## src/rtl/instr_encoder_loader.sv

```systemverilog
// Packs field-level MIPS instruction descriptors into 32-bit words and streams them into instruction memory.
// One cycle from accept to imem_we; mem_stall freezes the output register and drops in_ready.
module instr_encoder_loader #(
    parameter int ADDR_W = 8
) (
    input  logic              clk,
    input  logic              reset,
    input  logic              start,
    input  logic [ADDR_W-1:0] base_addr,
    input  logic [ADDR_W:0]   num_words,
    input  logic              in_valid,
    output logic              in_ready,
    input  logic [2:0]        in_op,
    input  logic [4:0]        in_rs,
    input  logic [4:0]        in_rt,
    input  logic [4:0]        in_rd,
    input  logic [4:0]        in_shamt,
    input  logic [5:0]        in_funct,
    input  logic [15:0]       in_imm,
    input  logic [25:0]       in_target,
    input  logic              mem_stall,
    output logic              imem_we,
    output logic [ADDR_W-1:0] imem_addr,
    output logic [31:0]       imem_wdata,
    output logic              busy,
    output logic              done,
    output logic              err_illegal,
    output logic [ADDR_W:0]   words_written
);

    typedef enum logic [1:0] {
        IDLE  = 2'd0,
        LOAD  = 2'd1,
        DRAIN = 2'd2,
        DONE  = 2'd3
    } state_t;

    state_t            state, state_nx;
    logic [ADDR_W-1:0] base_q;
    logic [ADDR_W:0]   num_q;
    logic [ADDR_W:0]   acc_cnt;
    logic [ADDR_W:0]   acc_nx;
    logic              out_vld;
    logic [31:0]       out_dat;
    logic [31:0]       enc_dat;
    logic              op_legal;
    logic              accept;
    logic              accept_legal;
    logic              accept_illegal;
    logic              complete;
    logic              session_start;

    assign op_legal       = (in_op <= 3'd5);
    assign complete       = out_vld && !mem_stall;
    assign in_ready       = (state == LOAD) && (acc_cnt < num_q) && !(out_vld && mem_stall);
    assign accept         = in_valid && in_ready;
    assign accept_legal   = accept && op_legal;
    assign accept_illegal = accept && !op_legal;
    assign acc_nx         = acc_cnt + {{ADDR_W{1'b0}}, accept_legal};
    assign session_start  = start && ((state == IDLE) || (state == DONE));

    always_comb begin
        enc_dat = 32'h0;
        case (in_op)
            3'd0:    enc_dat = {6'b000000, in_rs, in_rt, in_rd, in_shamt, in_funct};
            3'd1:    enc_dat = {6'b100011, in_rs, in_rt, in_imm};
            3'd2:    enc_dat = {6'b101011, in_rs, in_rt, in_imm};
            3'd3:    enc_dat = {6'b000101, in_rs, in_rt, in_imm};
            3'd4:    enc_dat = {6'b001110, in_rs, in_rt, in_imm};
            3'd5:    enc_dat = {6'b000010, in_target};
            default: enc_dat = 32'h0;
        endcase
    end

    // An empty session skips LOAD/DRAIN entirely so no write can ever be issued.
    always_comb begin
        state_nx = state;
        case (state)
            IDLE, DONE: begin
                if (start) begin
                    state_nx = (num_words == '0) ? DONE : LOAD;
                end
            end
            LOAD: begin
                if (acc_nx == num_q) begin
                    state_nx = DRAIN;
                end
            end
            DRAIN: begin
                if (!out_vld) begin
                    state_nx = DONE;
                end
            end
            default: state_nx = IDLE;
        endcase
    end

    always_ff @(posedge clk or posedge reset) begin
        if (reset) begin
            state         <= IDLE;
            base_q        <= '0;
            num_q         <= '0;
            acc_cnt       <= '0;
            words_written <= '0;
            err_illegal   <= 1'b0;
            out_vld       <= 1'b0;
            out_dat       <= 32'h0;
        end else begin
            state <= state_nx;
            if (session_start) begin
                base_q        <= base_addr;
                num_q         <= num_words;
                acc_cnt       <= '0;
                words_written <= '0;
                err_illegal   <= 1'b0;
            end else begin
                acc_cnt <= acc_nx;
                if (accept_illegal) begin
                    err_illegal <= 1'b1;
                end
                if (complete) begin
                    words_written <= words_written + {{ADDR_W{1'b0}}, 1'b1};
                end
            end
            // A reload in the completion cycle keeps imem_we high for back-to-back writes.
            if (accept_legal) begin
                out_vld <= 1'b1;
                out_dat <= enc_dat;
            end else if (complete) begin
                out_vld <= 1'b0;
            end
        end
    end

    assign imem_we    = out_vld;
    assign imem_wdata = out_dat;
    assign imem_addr  = base_q + words_written[ADDR_W-1:0];
    assign busy       = (state == LOAD) || (state == DRAIN);
    assign done       = (state == DONE);

endmodule

```

## config.mk

```make
export PLATFORM = sky130hd
export DESIGN_NAME = instr_encoder_loader
export DESIGN_NICKNAME = d
export VERILOG_FILES = /design/src/rtl/instr_encoder_loader.sv
export SDC_FILE = /design/constraint.sdc
export NUM_CORES = 1
export LEC_CHECK = 0
export ABC_AREA = 1
export CORE_ASPECT_RATIO = 0.8
export CORE_MARGIN = 5
export CORE_UTILIZATION = 28
export DETAILED_ROUTE_END_ITERATION = 10
export PLACE_DENSITY = 0.57
export SYNTH_ARGS = -nofsm -noshare
export SYNTH_HDL_FRONTEND = slang
export SYNTH_SLANG_ARGS = --single-unit
export TNS_END_PERCENT = 1
```

## constraint.sdc

```tcl
create_clock -name clk -period 4.65 [get_ports clk]
set_clock_uncertainty 0.05 [all_clocks]
set_input_delay 0.6975 -clock clk [delete_from_list [all_inputs] [get_ports clk]]
set_output_delay 0.6975 -clock clk [all_outputs]
set_load 0.01 [all_outputs]
```

==> summary.md, run 1 <==
| Metric | Value |
|---|---|
| Status | `complete, no violations` |
| Clk sinks | `70` |
| GR Overflow Total | `0` |
| # rows | `39` |
| Final WL | `12550 µm` |
| Root Driver | `clkbuf_16` |
| Max-slew headroom | `roughly 44%` |
| RSZ-0062 raised after global routing | `false` |
| Worst path most repeated cell | `nor2_1` |
| Synth Register Bits | `70` |
| Sequential cell area | `about 1800 µm²` |
| Final critical-path required period | `3.438 ns` |
| Vias per Instance | `4.645` |
| Hpwl dp | `9654 µm` |
| Layout cells sized above 1 | `7.346%` |
| Total core area | `14440 µm²` |
| Switch share | `38.03%` |
| Multi-input logic area | `2013 µm²` |
| Maximum level of the CTS H-tree | `3` |
| Pre-antenna DRT Iters | `4` |
| Max Clk Rate | `roughly 290 MHz` |
| Hold-fix buffers at CTS | `0` |
| Residual DRC count | `0` |
| Crit path largest cell delay | `0.56 ns` |
| Worst min-delay path category | `flop to flop` |
| Initial antenna violation count | `0` |
| Routability congestion estimate | `roughly 0.84` |
| IO buf count | `145` |
| Vias in the first global route | `4170` |
| First-pass GRT wire length | `20780 µm` |
| Iter 0 DRT Violations | `just under 200` |
| Fin crit share | `roughly 74%` |
| Maximum clock path buffer count | `2` |
| Post-CTS Setup Inserts | `0` |
| Worst skew pair latency | `0.34 ns` |
| Die extent in y | `between 100 and 150 µm` |
| Worst setup margin | `~1.2 ns` |
| CP max-delay cell | `clkdlybuf4s50_1` |
| Crit-path cells | `ha_1, inv_1, fa_1, o21ai_0, a21oi_1, nor2_1, nor2_1, xnor2_1, clkdlybuf4s50_1` |
| Crit path DAT | `2.69 ns` |
| Area of the die | `roughly 17000 µm²` |
| Area grow syn2layout | `45.03%` |
| I/O pins | `~150` |
| Internal power | `roughly 2000 µW` |
| Post-synthesis cell area | `4156 µm²` |
| CTS Buf Count | `9` |
| Crit Path Max Fanout | `5` |
| Routed via count | `3953` |
| Setup violators final | `0` |
| Critical Path RT | `between 3 and 4 ns` |
| PD cells | `about 520 nW/µm²` |
| Max Slew Vio Count | `0` |
| Mean post-synth cell area | `roughly 8 µm²` |
| Distinct cells, synth | `34` |
| Crit start category | `flop` |
| CTS tree | `yes` |
| Top delay family on crit path | `buffers and inverters` |
| Sequential fraction of design power | `31.6%` |
| Fillers | `1423` |
| Largest net degree at the start of global routing | `54` |
| Net load switching power | `1203 µW` |
| Dpl ws | `1.248 ns` |
| Sequential area share after synthesis | `42.14%` |
| CP Class | `flop to output port` |
| Initial Utilization | `28.78%` |
| Fin nets | `777` |
| Worst-path clk slew | `0.05 ns` |
| # resized after CTS | `0` |
| Setup Total Neg Slack | `0 ns` |
| Worst VDD drop | `0.0002361 V` |
| Actual slew at the worst max-slew pin | `0.8366 ns` |
| Nature of the critical path endpoint | `output port` |
| Die Wd | `between 100 and 150 µm` |
| Synth warnings | `0` |
| Combinational share of power | `47.4%` |
| Post-Syn Instances | `521` |
| Maxcap violations | `0` |
| Average routed wire per standard cell | `14.75 µm` |
| Syn Nets | `636` |
| ANT nets after route | `0` |
| Clock power share | `20.9%` |
| CP bufs+invs | `2` |
| Final hold vios | `0` |
| GRT Total Usage | `14.78%` |
| LEAKAGE | `0.002844 µW` |
| N_diodes | `0` |
==> cells in the final DEF (no fill, tap or decap), drive strengths merged <==
master / instances
o211ai: 2
clkinvlp: 1
inv: 70
ha: 21
nand4: 6
xnor2: 2
nor3b: 1
o21a: 1
nor2: 46
buf: 3
clkbuf: 13
o21bai: 2
nor3: 5
a21oi: 20
nand3: 28
o41ai: 1
dfrtp: 70
nand2: 150
a32o: 10
fa: 1
xor2: 5
o21ai: 43
a221oi: 16
clkdlybuf4s50: 145
conb: 1
clkinv: 4
==> stage by stage <==
stage | instances | hold WS [ns] | utilization [%] | cell area, µm² | power [µW]
final | 851 | 0.4296 | 41.74 | 6028 | 3164
after detailed placement | 835 | 0.4188 | 39.74 | 5741 | 2525
after CTS | 851 | 0.4320 | 41.74 | 6028 | 3221
after global placement | 835 | 0.4147 | 39.74 | 5741 | 2497
after global routing | 851 | 0.4475 | 41.74 | 6028 | 3423
after floorplan | 521 | 0.4028 | - | 4156 | 1811
==> routing by layer <==
layer | vias up | track usage, % | share of wire (%)
met4 | 0 | 6.287 | 2.5
met2 | 143 | 23.65 | 45
met5 | - | 0 | 0
li1 | 1989 | - | -
met3 | 23 | 7.593 | 11
met1 | 1798 | 16.68 | 42
==> worst paths after layout <==
path                                  start              to  slack [ns]  cells after the start
max in group asynchronous             reset  imem_wdata[18]        2.79                      3
min                          imem_wdata[16]  imem_wdata[16]        0.43                      2
min reg2reg                  imem_wdata[16]  imem_wdata[16]        0.43                      2
max reg2reg                        num_q[4]        state[1]        1.27                     22
max                        words_written[0]    imem_addr[6]        1.21                      9
min in group asynchronous             reset   imem_wdata[3]        0.78                      2
==> Yosys cell counts (all sizes together) <==
cell type / count / area [µm²]
fa: 1 / 20.02
nor3b: 1 / 18.77
dfrtp: 70 / 1752
xor2: 5 / 43.79
nand2: 150 / 563.0
o41ai: 1 / 8.760
a32o: 10 / 100.1
o211ai: 2 / 20.02
buf: 11 / 93.83
ha: 21 / 262.8
o21ai: 43 / 294.0
o21a: 1 / 7.510
nand3: 28 / 157.7
nor2: 46 / 177.7
a221oi: 16 / 140.1
clkbuf: 7 / 26.28
xnor2: 2 / 17.52
nor3: 5 / 25.02
clkinv: 2 / 8.750
a21oi: 20 / 100.1
inv: 70 / 262.8
conb: 1 / 3.750
o21bai: 2 / 15.01
nand4: 6 / 37.54
==> logic make-up after synthesis <==
kind of cell	Yosys count	synth area share (%)
xor gates and xnor gates	7	1.475
DFF	70	42.14
and+or+nand+nor	236	23.57
buffers and inverters	90	9.422
adders and majority gates	22	6.803
other	1	0.09022
AOI/OAI and AO/OA	95	16.50
==> tightest hold or removal path, delay by kind of cell, from the launching register on <==
kind | cells | cell delay [ns]
simple gates | 2 | 0.11
flops | 1 | 0.34
==> cell type report <==
| type | count | area share [%] |
|---|---|---|
| clock buffer | 13 | 4.483 |
| clock inverter | 3 | 0.2906 |
| inverter | 72 | 4.504 |
| multi-input combinational | 361 | 33.40 |
| sequential | 70 | 29.06 |
| tap | 184 | 3.819 |
| timing repair buffer | 148 | 24.45 |
==> flip-flops by register name, summed over array words and instances, names as in the netlist <==
name           cells
acc_cnt            9
base_q             8
err_illegal        1
imem_wdata        31
imem_we            1
num_q              9
state              2
words_written      9
==> power by group through the flow <==
stage	Sequential, µW	Combinational, µW	Clock, µW
4_1_cts	1000	1530	686
3_5_place_dp	1010	1520	0
3_3_place_gp	1000	1500	0
6_report	1000	1500	662
2_1_floorplan	1040	774	0
5_1_grt	1030	1680	707
No activity file was read; power rests on OpenSTA's default activity.
==> run 2: changes to the inputs <==
==> constraint.sdc (replaced) <==
create_clock -name clk -period 3.43 [get_ports clk]
set_clock_uncertainty 0.05 [all_clocks]
set_input_delay 0.5145 -clock clk [delete_from_list [all_inputs] [get_ports clk]]
set_output_delay 0.5145 -clock clk [all_outputs]
set_load 0.01 [all_outputs]
==> run 2 against run 1 <==
- worst setup slack got worse by 0.95 ns
- sequential power increased by 36%
- critical path depth unchanged
- register-to-register slack got worse by 1.0 ns
- power increased by 41%
- via count increased by 2.7%
- worst hold slack got worse by 0.013 ns
- utilization increased by 0.86 points
- global-route usage decreased by 0.12 points
- critical endpoint unchanged
- highest routed layer unchanged
==> summary.md, run 2 (same netlist as run 1, synthesis figures left out) <==
| Metric | Value |
|---|---|
| Fin Hold WS | `about 0.42 ns` |
| Final Cell Area | `6152 µm²` |
| Fin nets | `approximately 780` |
| Crit path largest cell delay | `0.56 ns` |
| Worst skew pair latency | `roughly 0.34 ns` |
| GR Overflow Total | `0` |
| Area of the die | `17400 µm²` |
| Final WL | `12630 µm` |
| Worst min-delay path category | `input pin to asynchronous set/reset pin` |
| First-pass GRT wire length | `between 20000 and 25000 µm` |
| Routed via count | `~4000` |
| Crit-path cells | `ha_1, inv_1, fa_1, o21ai_1, a21oi_1, nor2_1, nor2_1, xnor2_1, clkdlybuf4s50_1` |
| PD cells | `727.2 nW/µm²` |
| Top layer in use | `met4` |
| Status | `complete, no violations` |
| Dpl ws | `0.2219 ns` |
| Crit Path Max Fanout | `5` |
| Max Clk Rate | `315.5 MHz` |
| Nature of the critical path endpoint | `output port` |
| Maximum clock path buffer count | `2` |
| Layout cells sized above 1 | `~8.9%` |
| WL met3 | `roughly 1300 µm` |
| Total core area | `14440 µm²` |
| Critical Path RT | `2.87 ns` |
| Largest net degree at the start of global routing | `54` |
| Worst-path clk slew | `~0.06 ns` |
| Worst setup margin | `0.2601 ns` |
| CP max-delay cell | `clkdlybuf4s50_1` |
| # rows | `39` |
| Die Wd | `~150 µm` |
| Crit start category | `flop` |
| Hold-fix buffers at CTS | `0` |
| Max Slew Vio Count | `0` |
| Vias per Instance | `4.735` |
| Pre-antenna DRT Iters | `4` |
| Setup violators final | `0` |
| LEAKAGE | `0.002894 µW` |
| Post-route core utilization | `~43%` |
| Max reg flops | `31` |
| Fin crit share | `92.42%` |
| Met2 WL post-DR | `roughly 5800 µm` |
| Worst path most repeated cell | `nor2_1` |
| WL met1 | `5307 µm` |
| Worst VDD drop | `0.0003716 V` |
| Dpl cell area | `5771 µm²` |
| Die extent in y | `between 100 and 150 µm` |
| Max-slew headroom | `45.02%` |
| CTS Buf Count | `9` |
| Initial Utilization | `28.78%` |
| Area grow syn2layout | `48.01%` |
| Initial antenna violation count | `0` |
| Vias in the first global route | `4353` |
| CP bufs+invs | `2` |
| Final hold vios | `0` |
| Routability congestion estimate | `0.8700` |
| Residual DRC count | `0` |
| Final critical-path required period | `3.170 ns` |
| Hpwl dp | `between 9000 and 10000 µm` |
| Iter 0 DRT Violations | `215` |
| Maxcap violations | `0` |
| Clk sinks | `70` |
| GRT Total Usage | `about 15%` |
| Most common cell after layout, fill and taps aside | `nand2_1` |
| Final Power | `4474 µW` |
| Average routed wire per standard cell | `14.73 µm` |
| CTS tree | `yes` |
| Crit path DAT | `around 2.6 ns` |
| Top delay family on crit path | `buffers and inverters` |
| ANT nets after route | `0` |
| CP Class | `flop to output port` |
| Actual slew at the worst max-slew pin | `0.8238 ns` |
| Root Driver | `clkbuf_16` |
| I/O pins | `147` |
| IO buf count | `145` |
| Maximum level of the CTS H-tree | `3` |
| N_diodes | `0` |
| Most frequent cells in the layout | `nand2_1, clkdlybuf4s50_1, dfrtp_1` |
==> run 2: cell types whose count changed in the layout (fill, tap and decap cells not counted), moves of 2 or more <==
cell / before / now
bufinv_16: 0 / 3
clkbuf_8: 3 / 0
buf_4: 3 / 9
ha_1: 21 / 19
==> run 2: worst paths after layout <==
kind / start / end / slack (ns) / cells after the start
setup / recovery: words_written[0] / imem_addr[6] / 0.26 / 9
hold / removal: reset / imem_wdata[14] / 0.42 / 2
setup reg to reg: num_q[6] / state[1] / 0.27 / 21
hold reg to reg: imem_wdata[26] / imem_wdata[26] / 0.43 / 2
max in group asynchronous: reset / base_q[1] / 2.20 / 3
min in group clk: imem_wdata[26] / imem_wdata[26] / 0.43 / 2
==> run 2: area by class of cell <==
cell class	instances	area, µm²
clock buffers	9	225.2
clock inverters	7	112.6
fillers	1415	8292
inverters	72	277.8
multi-input cells	361	2036
flip-flops and latches	70	1752
well taps	184	230.2
repair buffers	154	1519
==> run 2: timing repair <==
item	4_1_cts	5_1_grt
setup buffers	0	2
setup endpoints to repair	0	3
hold endpoints to repair	0	0
resized for setup	0	9
==> run 2: layer usage <==
metal / vias up / track usage [%]
li1: 2001 / -
met1: 1900 / 16.20
met2: 137 / 24.20
met3: 20 / 7.251
met4: 0 / 6.052
met5: - / 0
==> run 2: metrics by stage <==
step           instances    TNS (ns)
6_report             857           0
2_1_floorplan        521           0
3_3_place_gp         839           0
3_5_place_dp         839           0
4_1_cts              855           0
5_1_grt              857  -0.0008851
==> run 2: worst register-to-register path: stages, from the launching register on <==
cell and delay [ns]:
dfrtp_1 0.38, inv_1 0.08, ha_1 0.30, a21oi_1 0.14
o21a_1 0.14, nand3_2 0.09, nor3b_4 0.28, nand3_4 0.14
inv_8 0.07, ha_2 0.22, ha_4 0.16, nand3_2 0.11
o21bai_1 0.23, nand2_1 0.10, nand2_1 0.07, nand2_1 0.05
nor2_1 0.09, nand4_1 0.08, nand2_1 0.09, nand2_1 0.07
nand2_1 0.07, nand2_1 0.05
==> run 2: power breakdown <==
| part | internal (µW) | switching, µW |
|---|---|---|
| clock | 706 | 361 |
| sequential | 1140 | 221 |
| combinational | 991 | 1060 |
| total | 2830 | 1640 |
==> run 3: changes to the inputs <==
--- a/config.mk
+++ b/config.mk
@@ -5,7 +5,6 @@
 export SDC_FILE = /design/constraint.sdc
 export NUM_CORES = 1
 export LEC_CHECK = 0
-export ABC_AREA = 1
 export CORE_ASPECT_RATIO = 0.8
 export CORE_MARGIN = 5
 export CORE_UTILIZATION = 28
==> run 3 against run 2 <==
- cell count fell by 7.8%
- area after synthesis rose by 2.7%
- critical path type is now flop to flop
- critical path depth rose by 5
- die area rose by 2.5%
- utilization fell by 0.59 points
- largest power group unchanged
- fmax fell by 3.4%
- sequential power fell by 3%
==> summary.md, run 3 <==
| Metric | Value |
|---|---|
| Status | `complete, no violations` |
| RSZ-0062 raised after global routing | `true` |
| Final WL | `approximately 12000 µm` |
| Area grow syn2layout | `47.67%` |
| Setup violators final | `0` |
| Final hold vios | `0` |
| Vias in the first global route | `about 3900` |
| Maxcap violations | `0` |
| Main synth FF type | `dfrtp_1` |
| Sequential cell area | `1753 µm²` |
| I/O pins | `147` |
| Average routed wire per standard cell | `15.66 µm` |
| Initial antenna violation count | `0` |
| Largest net degree at the start of global routing | `43` |
| Iter 0 DRT Violations | `161` |
| Sequential area share after synthesis | `41.02%` |
| Critical Path RT | `3.65 ns` |
| Crit path largest cell delay | `0.44 ns` |
| Synth Register Bits | `70` |
| Initial Utilization | `28.44%` |
| Hpwl dp | `9443 µm` |
| Actual slew at the worst max-slew pin | `roughly 1.2 ns` |
| Most frequent cells in the layout | `clkdlybuf4s50_1, nand2_1, dfrtp_1` |
| CP bufs+invs | `1` |
| Synth warnings | `0` |
| Fin nets | `713` |
| Residual DRC count | `0` |
| Max reg flops | `31` |
| Fin Hold WS | `0.4300 ns` |
| Ys async rst share | `100.0%` |
| Final critical-path required period | `3.280 ns` |
| GR Overflow Total | `0` |
| CTS Buf Count | `9` |
| Max Clk Rate | `304.8 MHz` |
| Pre-antenna DRT Iters | `7` |
| Worst-path clk slew | `0.06 ns` |
| Mean post-synth cell area | `9.618 µm²` |
| Max-slew headroom | `16.73%` |
| Most common cell after layout, fill and taps aside | `clkdlybuf4s50_1` |
| Post-Syn Instances | `444` |
| Routability congestion estimate | `0.8758` |
| Count leader, synth | `nand2_1` |
| Total core area | `15010 µm²` |
| Distinct cells, synth | `60` |
| First-pass GRT wire length | `19750 µm` |
| Share of the synthesized area in the top cell type | `between 40% and 50%` |
| Fillers | `~1500` |
| Synth area leaders | `dfrtp_1, mux2_2, nand2_1` |
| Crit Path Max Fanout | `6` |
| Clock power share | `19.9%` |
| Sequential fraction of design power | `32.0%` |
| Worst path most repeated cell | `ha_2` |
| Crit path DAT | `3.50 ns` |
| Die extent in y | `between 100 and 150 µm` |
| Nature of the critical path endpoint | `flop` |
| Final Cell Area | `approximately 6300 µm²` |
| Routed via count | `~3800` |
| Crit start category | `flop` |
| Post-synthesis cell area | `4270 µm²` |
| # rows | `40` |
| Worst setup margin | `0.1495 ns` |
| Area of the die | `around 18000 µm²` |
| IO buf count | `145` |
| Dpl ws | `0.01454 ns` |
| Worst min-delay path category | `flop to flop` |
| ANT nets after route | `0` |
| CTS tree | `yes` |
| Worst skew pair latency | `0.33 ns` |
| Clk sinks | `70` |
| Combinational share of power | `between 40% and 50%` |
| N_diodes | `0` |
| PD cells | `~660 nW/µm²` |
| Commonest cells post-synth | `nand2_1, dfrtp_1, mux2_2, o21ai_0, nor2_1` |
| Maximum clock path buffer count | `2` |
| Hold-fix buffers at CTS | `0` |
| Syn Nets | `559` |
| Worst VDD drop | `0.0003285 V` |
| Die Wd | `148.1 µm` |
| Max Slew Vio Count | `0` |
| Vias per Instance | `roughly 4.8` |
| Final Power | `4134 µW` |
| Fin crit share | `a little over nine tenths` |
| Dpl cell area | `roughly 6000 µm²` |
| Switch share | `roughly a third` |
| Multi-input logic area | `2362 µm²` |
| Cell accounting for the most synthesized area | `dfrtp_1` |
| LEAKAGE | `0.002729 µW` |
| Crit-path cells | `inv_1, ha_1, and3b_1, o211a_1, o21ai_2, nor2_2, ha_2, ha_2, xor2_1, a311oi_1, o2111ai_1, a2111oi_4, mux2_1, nand2_1` |
| Layout cells sized above 1 | `14.81%` |
| Root Driver | `clkbuf_16` |
| Internal power | `2713 µW` |
| Net load switching power | `1421 µW` |
| CP Class | `flop to flop` |
| Post-route core utilization | `42.00%` |
| Top delay family on crit path | `compound AO/OA/AOI/OAI gates` |
| Maximum level of the CTS H-tree | `3` |
| Post-synth EDFFs | `0` |
| GRT Total Usage | `13.69%` |
| CP max-delay cell | `dfrtp_1` |
[run 3: cell count changes after synthesis, moves of 12 or more]
cell / previous run / this run
mux2_2: 0 / 42
nand3_1: 26 / 7
o21ai_2: 21 / 0
xnor2_1: 2 / 19
o21ai_0: 22 / 34
nor2_1: 44 / 27
a22oi_1: 0 / 16
a21oi_1: 20 / 7
nand2_1: 150 / 71
a221oi_1: 16 / 0
inv_1: 68 / 21
[run 3: final timing paths]
path / depth (start not counted) / end / start / slack [ns]
min reg2reg: 2 / base_q[4] / base_q[4] / 0.43
max in group asynchronous: 3 / imem_wdata[27] / reset / 2.10
max: 14 / state[1] / state[1] / 0.15
min in group asynchronous: 2 / base_q[0] / reset / 0.57
max reg2reg: 14 / state[1] / state[1] / 0.15
min: 2 / base_q[4] / base_q[4] / 0.43
[run 3: cell families after synthesis]
family	count (synthesis)	share of synthesized area [%]
DFF	70	41.02
and+or+nand+nor	139	14.86
other	1	0.08781
muxes	45	11.81
AOI/OAI and AO/OA	96	15.71
xor gates and xnor gates	28	5.743
buffers and inverters	43	4.161
adders and majority gates	22	6.622
[run 3: power by group through the flow]
stage	Sequential (µW)	Combinational, µW	Clock [µW]
after floorplan	1390	963	0
after global placement	1330	1950	0
after detailed placement	1340	1970	0
after CTS	1330	1980	857
after global routing	1370	2190	884
final	1320	1990	823
[run 3: metrics by stage]
stage / setup TNS [ns] / instances
final: 0 / 790
after CTS: 0 / 787
after detailed placement: 0 / 773
after global routing: -0.04821 / 790
after floorplan: 0 / 444
after global placement: 0 / 773
[run 3: final cells by class]
cell class / instances / share of cell area (%)
multi-input cells: 331 / 37.46
repair buffers: 165 / 25.67
flip-flops and latches: 70 / 27.80
well taps: 189 / 3.750
inverters: 21 / 1.250
clock inverters: 2 / 0.1587
clock buffers: 12 / 3.909
[run 3: repair_timing]
item	4_1_cts	5_1_grt
pin swaps	0	8
resized for setup	1	8
endpoints found under the hold margin	0	0
endpoints found under the setup margin	1	4
buffers inserted	0	3
[run 3: worst min-delay path, cell delays in order (launching register included)]
cell     delay, ns
dfrtp_1       0.34
nand2_1       0.05
nand2_1       0.06
[run 3: metal layers]
| layer | track usage, % | wire length (µm) | up-vias |
|---|---|---|---|
| met5 | 0 | 0 | - |
| met4 | 3.982 | 187 | 0 |
| met3 | 3.484 | 755 | 12 |
| met2 | 21.93 | 5715 | 122 |
| met1 | 18.34 | 5715 | 1797 |
| li1 | - | - | 1868 |
